`src/rtl/mul_sequencer.sv`:
```
// Iterative shift-add unsigned multiplier for the EX stage: one add/shift step per
// cycle over WIDTH cycles, holding the pipeline via stall until the product is ready.
module mul_sequencer #(
  parameter int WIDTH = 32
) (
  input  logic                 clk,
  input  logic                 rst_n,
  input  logic                 start,
  input  logic                 flush,
  input  logic [WIDTH-1:0]     op_a,
  input  logic [WIDTH-1:0]     op_b,
  output logic                 busy,
  output logic                 stall,
  output logic                 done,
  output logic [2*WIDTH-1:0]   product,
  output logic [3:0]           alu_ctrl_o
);

  localparam int CNT_W = (WIDTH > 1) ? $clog2(WIDTH) : 1;

  localparam logic [3:0] ALU_ADD  = 4'b0000;
  localparam logic [3:0] ALU_SRL  = 4'b0111;
  localparam logic [3:0] ALU_PASS = 4'b1000;

  typedef enum logic [1:0] {
    IDLE = 2'd0,
    RUN  = 2'd1,
    DONE = 2'd2
  } state_t;

  state_t               state, state_nxt;
  logic [CNT_W-1:0]     cnt;
  logic [2*WIDTH-1:0]   mcand;
  logic [2*WIDTH-1:0]   acc;
  logic [2*WIDTH-1:0]   acc_sum;
  logic [WIDTH-1:0]     mplier;
  logic                 accept;
  logic                 zero_op;
  logic                 last;

  always_ff @(posedge clk or negedge rst_n) begin
    if (!rst_n) begin
      state <= IDLE;
    end else begin
      state <= state_nxt;
    end
  end

  always_comb begin
    state_nxt  = state;
    accept     = start & ~flush & (state != RUN);
    zero_op    = (op_a == '0) | (op_b == '0);
    last       = (state == RUN) & (cnt == CNT_W'(WIDTH - 1));
    acc_sum    = mplier[0] ? (acc + mcand) : acc;
    busy       = (state == RUN);
    done       = (state == DONE);
    // stall covers the request cycle itself so EX never advances past an accepted start
    stall      = busy | accept;
    alu_ctrl_o = ALU_PASS;
    if (state == RUN) begin
      alu_ctrl_o = mplier[0] ? ALU_ADD : ALU_SRL;
    end

    case (state)
      IDLE, DONE: begin
        if (flush) begin
          state_nxt = IDLE;
        end else if (start) begin
          state_nxt = zero_op ? DONE : RUN;
        end else begin
          state_nxt = IDLE;
        end
      end
      RUN: begin
        if (flush) begin
          state_nxt = IDLE;
        end else if (last) begin
          state_nxt = DONE;
        end
      end
      default: state_nxt = IDLE;
    endcase
  end

  always_ff @(posedge clk or negedge rst_n) begin
    if (!rst_n) begin
      cnt     <= '0;
      mcand   <= '0;
      mplier  <= '0;
      acc     <= '0;
      product <= '0;
    end else begin
      case (state)
        IDLE, DONE: begin
          if (accept) begin
            if (zero_op) begin
              product <= '0;
            end else begin
              mcand  <= {{WIDTH{1'b0}}, op_a};
              mplier <= op_b;
              acc    <= '0;
              cnt    <= '0;
            end
          end
        end
        RUN: begin
          if (!flush) begin
            acc    <= acc_sum;
            mcand  <= mcand << 1;
            mplier <= mplier >> 1;
            // hold cnt at its terminal value so it never wraps
            if (last) begin
              product <= acc_sum;
            end else begin
              cnt <= cnt + CNT_W'(1);
            end
          end
        end
        default: ;
      endcase
    end
  end

endmodule

```
`config.mk`:
```
export PLATFORM = sky130hd
export DESIGN_NAME = mul_sequencer
export DESIGN_NICKNAME = d
export VERILOG_FILES = /design/src/rtl/mul_sequencer.sv
export SDC_FILE = /design/constraint.sdc
export NUM_CORES = 1
export LEC_CHECK = 0
export BUFFER_PORTS_ARGS = -buffer_cell sky130_fd_sc_hd__buf_2
export CAP_MARGIN = 15
export CORE_MARGIN = 2
export CORE_UTILIZATION = 28
export DETAILED_ROUTE_END_ITERATION = 12
export PLACE_DENSITY = 0.52
export SLEW_MARGIN = 20
export SYNTH_ARGS = -nofsm -noshare
export SYNTH_HDL_FRONTEND = slang
export SYNTH_SLANG_ARGS = --single-unit
```
`constraint.sdc`:
```
create_clock -name clk -period 7.8 [get_ports clk]
set_input_delay 0.78 -clock clk [delete_from_list [all_inputs] [get_ports clk]]
set_output_delay 0.78 -clock clk [all_outputs]
set_load 0.005 [all_outputs]
```
======== Yosys cells after proc, flatten, opt, wreduce, memory -nomap -nowiden ========
Index checks and enable logic that the tools add are counted.
storage, ports and cells
  logic and storage cells ................. 64
  register bits ........................... 231
  input bits .............................. 68
operators by class
  $add $sub $neg .......................... 2
  bitwise logic cells ..................... 6
  equality and inequality tests ........... 11
  reduce and logical (&&, ||, !) cells .... 8
  mux-type cells .......................... 31
operators with widths
  cell                                                                      number
  64-bit two-way mux                                                        11
  64-bit case mux with 2 select lines                                       3
  32-bit two-way mux                                                        3
  64-bit adder                                                              1
  32-bit zero test                                                          2
  32-bit case mux with 2 select lines                                       1
  5-bit two-way mux                                                         4
  2-bit two-way mux                                                         5
  2-bit inequality test (second input constant)                             5
  5-bit case mux with 2 select lines                                        1
  5-bit AND reduction                                                       2
  5-bit by 1-bit adder with 5-bit output (second input constant)            1
  5-bit equality test (second input constant)                               1
  4-bit two-way mux                                                         1
  2-bit by 1-bit inequality test with 1-bit output (second input constant)  2
  2-bit case mux with 2 select lines                                        1
  4-bit AND reduction                                                       1
  1-bit AND                                                                 3
  3-bit two-way mux                                                         1
  3-bit by 2-bit inequality test with 1-bit output (second input constant)  1
  2-bit by 1-bit equality test with 1-bit output (second input constant)    1
  2-bit equality test (second input constant)                               1
  2-bit zero test                                                           1
  1-bit OR                                                                  2
  3 further kinds                                                           3

======== Depth between registers and ports, before layout ========
  depth after elaboration ................. 6
  mapped depth ............................ 12
  depth with buffers taken out ............ 12

======== Worst setup path after synthesis ========
Ideal clock, no wire load.
  path kind ............................... reg-to-reg
  from .................................... register mcand[21]
  to ...................................... register product[60]
  arrival time ............................ 3.327 ns
  setup slack ............................. 4.404 ns
  cell stages (with the launch flop) ...... 12
  buffers on the path ..................... 1
  setup time .............................. 0.069 ns
  cells stage by stage .................... dfrtp_1 > ha_1 > buf_2 > nand4_1 > or4_1 > or3_1 > and3_4 > a21o_1 > o41a_1 > o41ai_2 > mux2_1 > nand3_1
on the way
  cells in the longest elaborated chain, start to end .. 5
ends and longest elaborated chain
  what                                 RTL line  text
  start: declaration                   33        logic [2*WIDTH-1:0] mcand;
  start signal: assignment             99        mcand <= {{WIDTH{1'b0}}, op_a};
  start signal: assignment             109       mcand <= mcand << 1;
  64-bit adder                         54        acc_sum = mplier[0] ? (acc + mcand) : acc;
  64-bit two-way mux                   54
  64-bit two-way mux                   112       if (last) begin
  64-bit two-way mux                   107       if (!flush) begin
  64-bit case mux with 2 select lines  93        case (state)
  end signal: assignment               113       product <= acc_sum;
  end: declaration                     15        output logic [2*WIDTH-1:0] product,
Every way passes these cells. The select of a mux whose other input is x is not followed.
A chain may end at the register's enable or synchronous reset.

======== Worst setup path after layout ========
  from .................................... register mcand[0]
  to ...................................... register product[62]
Same word-level chain as after synthesis.

==> out/qor.yml <==
run_status: "complete, no violations"
cts_hold_buf: 0
root_buffer: "clkbuf_16"
period_minus_slack_ns: 4.22
ys_seq_area_share_pct: 41.0
synth_edf_count: 0
die_y_um: 229
syn_area_per_cell_um2: 8.31
cts_buffer_depth: 3
worst_slew_pin_slew_ns: 1.08
critPathMostFrequentCell: "o21ai_0"
critPathRequiredTime_ns: 8.22
synth-warning-count: 0
antenna_left: 0
timing.final.crit_share_pct: 54.1
dr.pass1.iters: 5
grt_usage_pct: 17.4
grt_max_degree: 102
slew_headroom_pct: 27.8
synthesis.area_mm2: 0.0141
cap_violations: 0
crit_chain: "ha_1, fa_1, a21oi_1, nor2_1, o21ai_0, a211oi_1, o21ai_0, a211oi_1, o21ai_0, and3_1, nor4_1, o21ai_0"
ys_seq_elements: 231
setup_viol: 0
fin_ws_ns: 3.58
ys_types: 59
path_clk_slew_ns: 0.06
regToRegEndpoint: "product[62]"
place_hpwl_mm: 33.0
power.total_w: 0.00468
finalClockSkew_ns: 0.0216
drtIter0Drc: 739
drc: 0
path_buf_inv: 0
io_buffers: 138
fin_hold_ws_ns: 0.194
syn_inst: 1698
cts_tree: "done"
clock_sinks: 231
worstSetupStartpointType: "flip-flop"
synth_fp_nets: 1832
place_ws_ns: 3.18
yosysTopAreaCell: "dfrtp_1"
place.gp.congestion: 0.884
r2r_cells: 12
clk_latency_ns: 0.57
drv_slew: 0
finalWirelength_mm: 45.9
cts_resized: 0
crit_slowest_cell: "a211oi_1"
nets: 1889
synth_top_area_share_pct: 41.0
coreArea_mm2: 0.0500
tns_ns: 0
initial_core_util_pct: 28.2
antenna_found_initial: 1
r2r-start: "mcand[0]"
post-cts-setup-buffer-count: 0
end_kind: "flip-flop"
synth_commonest_cells: "nand2_1, dfrtp_1, nor2_1"
crit_fanout: 5
grt_pass1_wl_mm: 72.8
ys.flop_type: "dfrtp_1"
wl_per_cell_um: 18.8
drive_gt1_share_pct: 11.9
hp-class: "in2async"
yosys-top-cells-area: "dfrtp_1, nand2_1, ha_1"
leakage_nw: 7.65
rsz0062_at_grt: "no"
r2r_slack_ns: 3.58
async_reset_ff_share_pct: 100
area_growth_pct: 14.5
worst-setup-path-type: "reg2reg"
ir_worst_vdd_uv: 180
grt_pass1_vias: 12400
vias: 12600
ios: 139
rows: 82
cts_max_level: 1
max_freq_mhz: 237
die_area_mm2: 0.0522
final_hold_viol_count: 0
powerDensity_mw_per_mm2: 290
via_per_inst: 5.16
cpPeakStageDelay_ns: 0.75
synth.most_common_cell: "nand2_1"
numCtsBuffers: 27
globalRouteOverflowTotal: 0
die_x_um: 229
cp.arrival_ns: 4.64
path_delay_family: "compound AO/OA/AOI/OAI gates"
power by group:
part	internal, W	total [W]	switching (W)
Sequential	0.00138	0.00156	0.000183
Combinational	0.000691	0.00187	0.00117
Clock	0.000721	0.00125	0.000529
Total	0.00279	0.00468	0.00189
how the worst max path moves through the flow:
stage / from / end / cells after the start
global route: state[0] / mcand[17] / 8
detailed placement: op_a[27] / mcand[18] / 9
CTS: state[0] / mcand[18] / 7
global placement: op_a[27] / mcand[18] / 9
floorplan: mcand[21] / product[60] / 11
finish: mcand[0] / product[62] / 12
flip-flops by register name, indices dropped and copies added (netlist names):
register / flops
acc: 64
product: 64
cnt: 5
mplier: 32
state: 2
mcand: 64
layout by cell type (no fill, tap or decap), types with 5 or more instances in the layout:
cell type,instances
a211oi_1,12
a21boi_0,5
a21o_1,37
a21oi_1,91
a221o_1,8
a22o_1,18
a31oi_1,79
and2_1,8
and3_1,5
and4_1,6
buf_2,137
buf_4,10
clkbuf_1,5
clkbuf_16,27
clkbuf_8,6
dfrtp_1,230
ha_1,65
inv_1,21
mux2i_1,37
nand2_1,397
nand2b_1,6
nand3_1,59
nand4_1,43
nor2_1,122
nor2b_1,11
nor3_1,10
nor4_1,19
o211ai_1,5
o21a_1,9
o21ai_0,82
o21bai_1,19
o31ai_1,53
or3_1,5
or4_1,6
xnor2_1,35
xor2_1,23
cells by family (layout without fill, tap and decap cells):
logic type	Yosys count	in the layout	share of synthesized area, %
flip-flops	231	231	41.0
other	0	1	0
adder cells (fa/ha/maj)	66	66	5.90
AND/OR/NAND/NOR	711	711	21.9
XOR/XNOR	58	58	3.60
multiplexers	42	42	3.02
buffers and inverters	144	217	4.05
AO/OA/AOI/OAI	446	446	20.5
stage by stage:
stage          instances  utilization (%)  instance area, um2
2_1_floorplan       1698                -               14100
3_3_place_gp        2397             30.6               15300
3_5_place_dp        2397             30.6               15300
4_1_cts             2442             32.3               16100
5_1_grt             2444             32.3               16200
6_report            2444             32.3               16200
layout make-up:
class / instances / area (um2)
Fill cell: 5274 / 33800
Timing Repair Buffer: 150 / 807
Antenna cell: 1 / 2.50
Clock inverter: 7 / 73.8
Multi-Input combinational cell: 1323 / 7790
Inverter: 22 / 85.1
Tap cell: 672 / 841
Clock buffer: 38 / 777
Sequential cell: 231 / 5780
routing by layer:
layer | vias to the layer above | part of all wire [%] | GRT usage (%) | wire length (um)
li1 | 6159 | - | - | -
met2 | 294 | 45 | 28.3 | 20800
met5 | - | 0 | 0 | 0
met3 | 57 | 4.7 | 2.83 | 2180
met4 | 0 | 1.9 | 3.98 | 892
met1 | 6106 | 48 | 24.1 | 22100
No activity file was read; power rests on OpenSTA's default activity.
